==> config.mk <==
export PLATFORM = sky130hd
export DESIGN_NAME = resource_pool_manager
export DESIGN_NICKNAME = d
export VERILOG_FILES = /design/src/rtl/rp_pkg.sv /design/src/rtl/rp_addsub.sv /design/src/rtl/resource_pool_manager.sv
export SDC_FILE = /design/constraint.sdc
export NUM_CORES = 1
export LEC_CHECK = 0
export CELL_PAD_IN_SITES_DETAIL_PLACEMENT = 1
export CELL_PAD_IN_SITES_GLOBAL_PLACEMENT = 1
export CORE_MARGIN = 1.5
export CORE_UTILIZATION = 37
export CTS_CLUSTER_DIAMETER = 60
export DETAILED_ROUTE_END_ITERATION = 8
export PLACE_DENSITY = 0.74
export SYNTH_ARGS = -nofsm -noshare
export SYNTH_HDL_FRONTEND = slang
export SYNTH_SLANG_ARGS = --single-unit
export TNS_END_PERCENT = 30
==> constraint.sdc <==
create_clock -name clk -period 3.2 [get_ports clk]
set_input_delay 0.8 -clock clk [delete_from_list [all_inputs] [get_ports clk]]
set_output_delay 0.8 -clock clk [all_outputs]
set_load 0.01 [all_outputs]
==> src/rtl/rp_pkg.sv <==
`default_nettype none
// ============================================================================
//  Module      : rp_pkg
//  Description : Shared types for the resource pool manager: request opcode,
//                control FSM state and the counter full-scale helper.
//  Revision    : 1.0 - initial release
// ============================================================================
package rp_pkg;

    typedef enum logic {
        OP_CONSUME = 1'b0,
        OP_REFILL  = 1'b1
    } op_e;

    typedef enum logic [1:0] {
        ST_IDLE = 2'd0,
        ST_EXEC = 2'd1,
        ST_RESP = 2'd2
    } state_e;

    // Full-scale value of a w-bit saturating counter.
    function automatic int unsigned rp_max(input int unsigned w);
        return (32'd1 << w) - 32'd1;
    endfunction

endpackage
`default_nettype wire

==> src/rtl/rp_addsub.sv <==
`default_nettype none
// ============================================================================
//  Module      : rp_addsub
//  Description : CNT_W-bit adder/subtractor with one extra result bit.
//                For an add the extra bit is the carry-out, for a subtract it
//                is the borrow (a < b).
//  Ports       : i_a, i_b  operands
//                i_sub     1 = a - b, 0 = a + b
//                o_res     low CNT_W bits of the result
//                o_cout    carry (add) / borrow (sub)
//  Revision    : 1.0 - initial release
// ============================================================================
module rp_addsub #(
    parameter int CNT_W = 8
) (
    input  logic [CNT_W-1:0] i_a,
    input  logic [CNT_W-1:0] i_b,
    input  logic             i_sub,
    output logic [CNT_W-1:0] o_res,
    output logic             o_cout
);

    logic [CNT_W:0] w_full;

    assign w_full = i_sub ? ({1'b0, i_a} - {1'b0, i_b})
                          : ({1'b0, i_a} + {1'b0, i_b});
    assign o_res  = w_full[CNT_W-1:0];
    assign o_cout = w_full[CNT_W];

endmodule
`default_nettype wire

==> src/rtl/resource_pool_manager.sv <==
`default_nettype none
// ============================================================================
//  Module      : resource_pool_manager
//  Description : NUM_CH saturating resource counters (CNT_W bits each) served
//                by a consume/refill request channel with a valid/ready
//                request and response handshake. Each request takes
//                IDLE -> EXEC -> RESP; registered low-water flags per channel.
//  Build macro : AUTO_RECHARGE_EN - adds a free-running recharge period that
//                bumps every non-full channel by one each RECHG_PER cycles.
//  Ports       : clk, reset (async, active-high), reload (refill all, IDLE)
//                req_valid/req_ready/req_ch/req_op/req_amt  request channel
//                rsp_valid/rsp_ready/rsp_ok/rsp_sat/rsp_level  response
//                level (ch0 in LSBs), low_flag (level < LOW_THRESH)
//  Revision    : 1.0 - initial release
// ============================================================================
module resource_pool_manager
    import rp_pkg::*;
#(
    parameter int NUM_CH     = 3,
    parameter int CNT_W      = 8,
    parameter int LOW_THRESH = 16,
    parameter int RECHG_PER  = 64
) (
    input  logic                    clk,
    input  logic                    reset,
    input  logic                    reload,
    input  logic                    req_valid,
    output logic                    req_ready,
    input  logic [2:0]              req_ch,
    input  logic                    req_op,
    input  logic [CNT_W-1:0]        req_amt,
    output logic                    rsp_valid,
    input  logic                    rsp_ready,
    output logic                    rsp_ok,
    output logic                    rsp_sat,
    output logic [CNT_W-1:0]        rsp_level,
    output logic [NUM_CH*CNT_W-1:0] level,
    output logic [NUM_CH-1:0]       low_flag
);

    localparam logic [CNT_W-1:0] c_MAX = CNT_W'(rp_max(CNT_W));

    state_e             r_state;
    state_e             w_state_nxt;
    logic [2:0]         r_ch;
    op_e                r_op;
    logic [CNT_W-1:0]   r_amt;
    logic [CNT_W-1:0]   r_level [NUM_CH];
    logic [NUM_CH-1:0]  r_low_flag;
    logic               r_rsp_ok;
    logic               r_rsp_sat;
    logic [CNT_W-1:0]   r_rsp_level;

    logic               w_accept;
    logic               w_reload_now;
    logic               w_exec;
    logic               w_ch_ok;
    logic [CNT_W-1:0]   w_cur;
    logic [CNT_W-1:0]   w_res;
    logic               w_cout;
    logic               w_ok;
    logic               w_sat;
    logic [CNT_W-1:0]   w_new;
    logic               w_tick;

    // ------------------------------------------------------------------
    // Control FSM
    // ------------------------------------------------------------------
    always_ff @(posedge clk or posedge reset) begin
        if (reset) begin
            r_state <= ST_IDLE;
        end else begin
            r_state <= w_state_nxt;
        end
    end

    always_comb begin
        w_state_nxt  = r_state;
        req_ready    = 1'b0;
        rsp_valid    = 1'b0;
        w_accept     = 1'b0;
        w_reload_now = 1'b0;
        w_exec       = 1'b0;
        case (r_state)
            ST_IDLE: begin
                req_ready    = !reload;
                w_reload_now = reload;
                if (req_valid && !reload) begin
                    w_accept    = 1'b1;
                    w_state_nxt = ST_EXEC;
                end
            end
            ST_EXEC: begin
                w_exec      = 1'b1;
                w_state_nxt = ST_RESP;
            end
            ST_RESP: begin
                rsp_valid = 1'b1;
                if (rsp_ready) begin
                    w_state_nxt = ST_IDLE;
                end
            end
            default: w_state_nxt = ST_IDLE;
        endcase
    end

    // ------------------------------------------------------------------
    // Execute datapath
    // ------------------------------------------------------------------
    assign w_ch_ok = (32'(r_ch) < NUM_CH);

    always_comb begin
        w_cur = '0;
        for (int i = 0; i < NUM_CH; i++) begin
            if (32'(r_ch) == i) begin
                w_cur = r_level[i];
            end
        end
    end

    rp_addsub #(
        .CNT_W (CNT_W)
    ) u_addsub (
        .i_a    (w_cur),
        .i_b    (r_amt),
        .i_sub  (r_op == OP_CONSUME),
        .o_res  (w_res),
        .o_cout (w_cout)
    );

    // For a consume w_cout is the borrow (reject); for a refill it is the
    // carry (clip to full scale).
    always_comb begin
        w_ok  = 1'b0;
        w_sat = 1'b0;
        w_new = '0;
        if (w_ch_ok) begin
            if (r_op == OP_CONSUME) begin
                w_ok  = !w_cout;
                w_new = w_cout ? w_cur : w_res;
            end else begin
                w_ok  = 1'b1;
                w_sat = w_cout;
                w_new = w_cout ? c_MAX : w_res;
            end
        end
    end

    // ------------------------------------------------------------------
    // Optional recharge period
    // ------------------------------------------------------------------
`ifdef AUTO_RECHARGE_EN
    localparam int c_RC_W = (RECHG_PER > 1) ? $clog2(RECHG_PER) : 1;
    logic [c_RC_W-1:0] r_rc_cnt;

    assign w_tick = (32'(r_rc_cnt) == RECHG_PER - 1);

    always_ff @(posedge clk or posedge reset) begin
        if (reset) begin
            r_rc_cnt <= '0;
        end else if (w_reload_now || w_tick) begin
            r_rc_cnt <= '0;
        end else begin
            r_rc_cnt <= r_rc_cnt + c_RC_W'(1);
        end
    end
`else
    assign w_tick = 1'b0;
`endif

    // ------------------------------------------------------------------
    // Levels, flags and response registers
    // ------------------------------------------------------------------
    always_ff @(posedge clk or posedge reset) begin
        if (reset) begin
            r_ch        <= '0;
            r_op        <= OP_CONSUME;
            r_amt       <= '0;
            r_rsp_ok    <= 1'b0;
            r_rsp_sat   <= 1'b0;
            r_rsp_level <= '0;
            r_low_flag  <= '0;
            for (int i = 0; i < NUM_CH; i++) begin
                r_level[i] <= c_MAX;
            end
        end else begin
            if (w_accept) begin
                r_ch  <= req_ch;
                r_op  <= op_e'(req_op);
                r_amt <= req_amt;
            end
            if (w_exec) begin
                r_rsp_ok    <= w_ok;
                r_rsp_sat   <= w_sat;
                r_rsp_level <= w_new;
            end
            for (int i = 0; i < NUM_CH; i++) begin
                // The channel targeted in EXEC owns its update that cycle, so
                // a coinciding recharge tick is dropped for it.
                if (w_reload_now) begin
                    r_level[i] <= c_MAX;
                end else if (w_exec && w_ch_ok && (32'(r_ch) == i)) begin
                    if (w_ok) begin
                        r_level[i] <= w_new;
                    end
                end else if (w_tick && (r_level[i] != c_MAX)) begin
                    r_level[i] <= r_level[i] + CNT_W'(1);
                end
                r_low_flag[i] <= (32'(r_level[i]) < LOW_THRESH);
            end
        end
    end

    for (genvar g = 0; g < NUM_CH; g++) begin : g_pack
        assign level[g*CNT_W +: CNT_W] = r_level[g];
    end

    assign rsp_ok    = r_rsp_ok;
    assign rsp_sat   = r_rsp_sat;
    assign rsp_level = r_rsp_level;
    assign low_flag  = r_low_flag;

endmodule
`default_nettype wire
Word-level counts from Yosys, hierarchy flattened
Index checks and enable logic that the tools add are counted.
Widths: inputs -> output; s select.
{ "word_totals": {"out_inout_bits": 39, "in_bits": 17, "register_bits": 51, "wordCells": 68} }
{ "op_classes": {"add_sub_neg": 2, "eq_ne": 6, "muxes": 28, "n_reduce_logical": 17, "order_cmp": 4} }
{ "op_table": {"columns": ["op", "n"], "rows": [
  ["$mux 8", 14],
  ["$lt 8x5->1 const B", 3],
  ["$mux 1", 10],
  ["$add 8x8->9", 1],
  ["$mux 9", 1],
  ["$sub 8x8->9", 1],
  ["$reduce_and 2->1", 4],
  ["$reduce_bool 2->1", 4],
  ["$pmux 2 s3", 1],
  ["$logic_and 1x1->1", 5],
  ["$mux 2", 2],
  ["$ne 2x2->1 const B", 2],
  ["$eq 3x1->1 const B", 1],
  ["$eq 3x2->1 const B", 1],
  ["$logic_not 3->1", 1],
  ["$lt 3x2->1 const B", 1],
  ["$eq 2x1->1 const B", 1],
  ["$eq 2x2->1 const B", 1],
  ["$logic_not 1->1", 2],
  ["$logic_not 2->1", 1]
]} }

Logic depth before layout (Yosys ltp)
{ "logic_depth": {"depth_word": 12, "ltp_mapped": 13, "depth_no_buf": 12} }

By module
From an unflattened synthesis, not the netlist that was laid out.
{ "hier_totals": {"cells_unflattened": 280, "area_unflattened_um2": 3002.9} }
{ "by_module_without_submodules": {"columns": ["module", "area_each_um2", "cells_per_inst", "n_inst", "seq_area_each_um2"], "rows": [
  ["resource_pool_manager", 2443.6, 208, 1, 1306.3],
  ["rp_addsub", 559.3, 72, 1, 0.0]
]} }

Worst setup path after synthesis
OpenSTA, ideal clock, no wires.
{ "synth_timing": {"path_kind": "register to register", "startpoint": "register r_amt[0]", "endpoint": "register r_rsp_level[4], in the netlist rsp_level[4]", "path_stages_with_launch": 14, "period_less_slack_ns": 3.337, "arrival_time_ns": 3.206, "slack_ns": -0.137, "path_buffers": 1, "setup_ns": 0.131, "required_ns": 3.069, "path_cell_list": "dfrtp_1 -> inv_1 -> ha_1 -> or4b_4 -> o21ai_0 -> xnor2_1 -> ha_1 -> nand2_1 -> nor3_1 -> nor2_1 -> buf_2 -> o311a_1 -> o211ai_1 -> o21ai_1"} }
{ "synth_between": {"elab_chain_cells": 5, "elab_cells_between_ends": 7, "cone_classes": "add/sub (2); mux (5)"} }
{ "synth_lines": {"columns": ["item", "line", "source"], "rows": [
  ["start, declared", "resource_pool_manager.sv:47", "logic [CNT_W-1:0] r_amt;"],
  ["start signal, assigned", "resource_pool_manager.sv:190", "r_amt <= req_amt;"],
  ["$sub 8x8->9 or $add 8x8->9 (tied branches)", "rp_addsub.sv:25, rp_addsub.sv:26", null],
  ["$mux 9 *", "rp_addsub.sv:25", "assign w_full = i_sub ? ({1'b0, i_a} - {1'b0, i_b})"],
  ["$mux 8, on equally long branches", "resource_pool_manager.sv:140, resource_pool_manager.sv:144", null],
  ["$mux 8 *", "resource_pool_manager.sv:138", "if (r_op == OP_CONSUME) begin"],
  ["$mux 8 *", "resource_pool_manager.sv:137", "if (w_ch_ok) begin"],
  ["end signal, assigned", "resource_pool_manager.sv:195", "r_rsp_level <= w_new;"],
  ["end, declared", "resource_pool_manager.sv:52", "logic [CNT_W-1:0] r_rsp_level;"]
]} }
Every way passes the cells marked *; elsewhere a longest branch is shown, timed or not.
A chain may end at the register's enable or synchronous reset.

Worst setup path after layout
{ "layout_timing": {"startpoint": "register r_ch[0]", "endpoint": "register r_level, in the netlist level[5]"} }
{ "layout_between": {"elab_chain_cells": 12, "elab_cells_between_ends": 25, "cone_classes": "add/sub (2); order compare (1); eq/ne (2); mux (13); reduce/logical (7)"} }
{ "layout_lines": {"columns": ["item", "line", "source"], "rows": [
  ["start, declared", "resource_pool_manager.sv:45", "logic [2:0] r_ch;"],
  ["start signal, assigned", "resource_pool_manager.sv:188", "r_ch <= req_ch;"],
  ["$logic_not 3->1", "resource_pool_manager.sv:115, resource_pool_manager.sv:202", null],
  ["$mux 8 (3 in series)", "resource_pool_manager.sv:115", "if (32'(r_ch) == i) begin"],
  ["$sub 8x8->9 or $add 8x8->9 (tied branches)", "rp_addsub.sv:25, rp_addsub.sv:26", null],
  ["$mux 9", "rp_addsub.sv:25", null],
  ["$mux 8, on equally long branches", "resource_pool_manager.sv:140, resource_pool_manager.sv:144", null],
  ["$mux 8", "resource_pool_manager.sv:138", null],
  ["$mux 8", "resource_pool_manager.sv:137", null],
  ["$mux 8", "resource_pool_manager.sv:203", "if (w_ok) begin"],
  ["$mux 8", "resource_pool_manager.sv:202", "end else if (w_exec && w_ch_ok && (32'(r_ch) == i)) begin"],
  ["$mux 8", "resource_pool_manager.sv:200", "if (w_reload_now) begin"],
  ["end signal, assigned by index", "resource_pool_manager.sv:201", "r_level[i] <= c_MAX;"],
  ["end signal, assigned by index", "resource_pool_manager.sv:204", "r_level[i] <= w_new;"],
  ["end signal, assigned by index", "resource_pool_manager.sv:207", "r_level[i] <= r_level[i] + CNT_W'(1);"],
  ["end, declared", "resource_pool_manager.sv:48", "logic [CNT_W-1:0] r_level [NUM_CH];"]
]} }
Several ways; a longest one is shown, not always the timed one. The select of a mux whose other input is x is not followed.

==> metrics.txt <==
Die X 95.1 um; top_reg_cell synth dfrtp_1; leakage 0.00194 uW; final setup vio count 9; Max-cap violations 0; Final Cell Area 0.00491 mm2; worst hold-check path type register to register; failing checks setup timing; Worst Path Buf+Inv 5; die height 95.1 um; CP endpoint kind register; Root Buffer Master clkbuf_8; Final period util 103%; Post-Layout Cell Count 557; placed cells 531; hpwl dp 7.42 mm; Max Clk Rate 303 MHz; CP Class register to register; DRT Wirelength 11.6 mm; Rows 33; CP max-delay cell dfrtp_2; CP cell instances buf_8 > buf_2 > buf_4 > o32ai_2 > buf_4 > ha_2 > a21oi_2 > o21ai_2 > buf_4 > or3_4 > o32ai_4 > nor3_2 > a211o_1; ys async rst share 100%; syn_nets 354; Ports 56; vias in the first global route 3383; Seq/Total Area, Yosys 41.6%; Initial DRC Count 101; pin count of the biggest net entering global routing 28; hold-fix buffers at CTS 0; Area after DPL 0.00422 mm2; total track usage 23.9%; routed via count 3244; Post-synth EDFFs 0; Worst Slack Setup Final -0.105 ns; I/O Buffers 55; PD cells 1070 mW/mm2; Post-Syn Area 0.00314 mm2; Crit path largest cell delay 0.46 ns; first-pass GRT wire length 16.8 mm; Worst VDD drop 0.000526 V; First-pass DRT Iterations 4; synth unique cells 58; Initial Utilization 38.2%; CP most frequent cell buf_4; Synth top area share 21.5%; Yosys top cell by area dfrtp_1; CP max FO 6; grt total ovfl 0; nature of the critical path startpoint register; layout cell share with drive strength beyond 1 44.2%; unrepaired setup endpoints after global routing true; Mapped Cells 327; Clock Pin Slew Worst Setup and Hold Paths 0.10 ns; Rel. slew slack 38.6%; status complete, but fails checks; core area 0.00822 mm2; Mean Syn Cell Area 9.60 um2; max-slew violations 0; Reg area 0.00131 mm2; area grow syn2layout 56.3%; DRC 0; Bufs on Longest Clock Path 2; die area 0.00905 mm2; Data arrival, critical path 3.53 ns; ant diodes 0; Largest delay share family, worst path compound AO/OA/AOI/OAI gates; Worst Tran Pin Value 0.921 ns; post-route ant nets 0; TritonCTS buffer count 5; Yosys warning total 0; Fin Clk Skew 0.0160 ns; drt via density 5.82; footprint of the multi-input gates 0.00212 mm2; Clock Latency Late Sink 0.31 ns; initial antenna violation count 0; Yosys reg bits 51; gpl congestion 0.853; TritonCTS clock tree yes; final hold violation count 0; post-layout minimum cycle time 3.31 ns; H-Tree Depth 2; nets 478; top cells by area, synth dfrtp_1 (22%), dfstp_2 (20%), a21oi_1 (5.1%); count of filler cells inserted in the layout 919; number of clock sinks 51; CP Data Required Time 3.43 ns; Avg WL per Cell 20.8 um
-- worst register-to-register path: cells and delay by family (launching register included) --
kind,cells,cell delay (ns)
adder cells (fa/ha/maj),1,0.32
flip-flops,1,0.46
AO/OA/AOI/OAI,5,1.10
AND/OR/NAND/NOR,2,0.55
buffers and inverters,5,0.80
-- power breakdown --
part	switching (uW)	total (uW)	internal (uW)
Combinational	2000	3870	1860
Clock	239	472	234
Sequential	109	903	794
-- through the flow --
step                hold WS (ns)  power (uW)  setup TNS, ns  setup WS, ns  utilization, %
floorplan                  0.516        2550              0        0.0124               -
global placement           0.467        3640         -0.989        -0.162            51.4
detailed placement         0.470        3730          -1.55        -0.166            51.4
CTS                        0.494        4410        -0.0106       -0.0106            54.1
global route               0.534        5520          -3.04        -0.196            59.7
finish                     0.487        5240         -0.336        -0.105            59.7
-- cell families (layout without fill, tap and decap cells) --
group	Yosys count	count (layout)	share of synthesized area, %
simple gates	93	93	16.5
xor+xnor	9	9	2.51
buf+inv	27	152	3.67
fa+ha+maj	10	10	4.22
flops	51	51	41.6
compound gates	120	120	25.6
mux	17	17	5.90
-- placed cells by master (no fill, tap or decap), types with 5 or more instances in the layout --
cell type        instances
a211o_1                  5
a21oi_1                 27
buf_4                   65
buf_6                   10
clkbuf_8                 5
clkdlybuf4s50_1         55
dfrtp_1                 26
dfstp_2                 24
ha_4                     6
inv_1                    6
inv_2                    5
mux2_2                  11
nand2_1                 26
nor2_1                  13
nor3_1                   7
nor4_1                   5
o21ai_0                  9
o21ai_1                 24
o21ai_2                 14
xor2_1                   6
-- final cells by class --
cell class                      instances  share of cell area [%]
Inverter                               11                   0.841
Clock inverter                          3                   0.892
Multi-Input combinational cell        249                    43.3
Timing Repair Buffer                  133                    24.3
Clock buffer                            5                    1.40
Sequential cell                        51                    26.6
Tap cell                              105                    2.68
-- synth_stat cells, types with 3 or more instances --
cell type and n:
a2111oi_2 3, a21oi_1 32, nand2b_1 3, nor4_1 5
nor3b_1 3, o211ai_1 4, inv_1 11, or3_4 3
xnor2_1 3, a32oi_1 3, nor2_1 16, o21ai_1 26
nand2_1 27, buf_2 5, mux2_2 12, nor3_1 11
mux2i_1 5, or2_2 3, nand3b_1 3, a211o_1 5
o21ai_0 17, o21a_1 4, and2_1 3, dfrtp_1 27
o21ai_2 4, nand3_2 3, clkbuf_1 9, dfstp_2 24
xor2_1 6, ha_1 9
-- what timing repair did --
action	CTS	global route
gates resized for setup	17	76
endpoints found under the hold margin	0	0
setup endpoints to repair	31	31
buffers inserted	3	15
pin swaps	4	45
-- metal layers --
| metal | part of all wire [%] | GRT usage, % | wire [um] |
|---|---|---|---|
| met5 | 0 | 0 | 0 |
| met4 | 3.6 | 6.72 | 413 |
| met3 | 3.6 | 3.59 | 413 |
| met2 | 53 | 43.8 | 6120 |
| met1 | 40 | 28.6 | 4640 |
-- state kept, by name, indices dropped and copies added (netlist names), 2 cells and up --
register / count
r_ch: 3
low_flag: 3
rsp_level: 8
r_amt: 8
r_state: 2
level: 24
-- worst paths after layout --
path                               from            to  slack [ns]  cells after the start
max                             r_ch[0]      level[5]       -0.11                     13
min                        rsp_level[0]  rsp_level[0]        0.49                      2
max reg2reg                     r_ch[0]      level[5]       -0.11                     13
min reg2reg                rsp_level[0]  rsp_level[0]        0.49                      2
max in group asynchronous         reset      level[5]        1.70                      3
min in group asynchronous         reset      r_amt[6]        0.87                      2
Power figures use the tool's default switching activity.
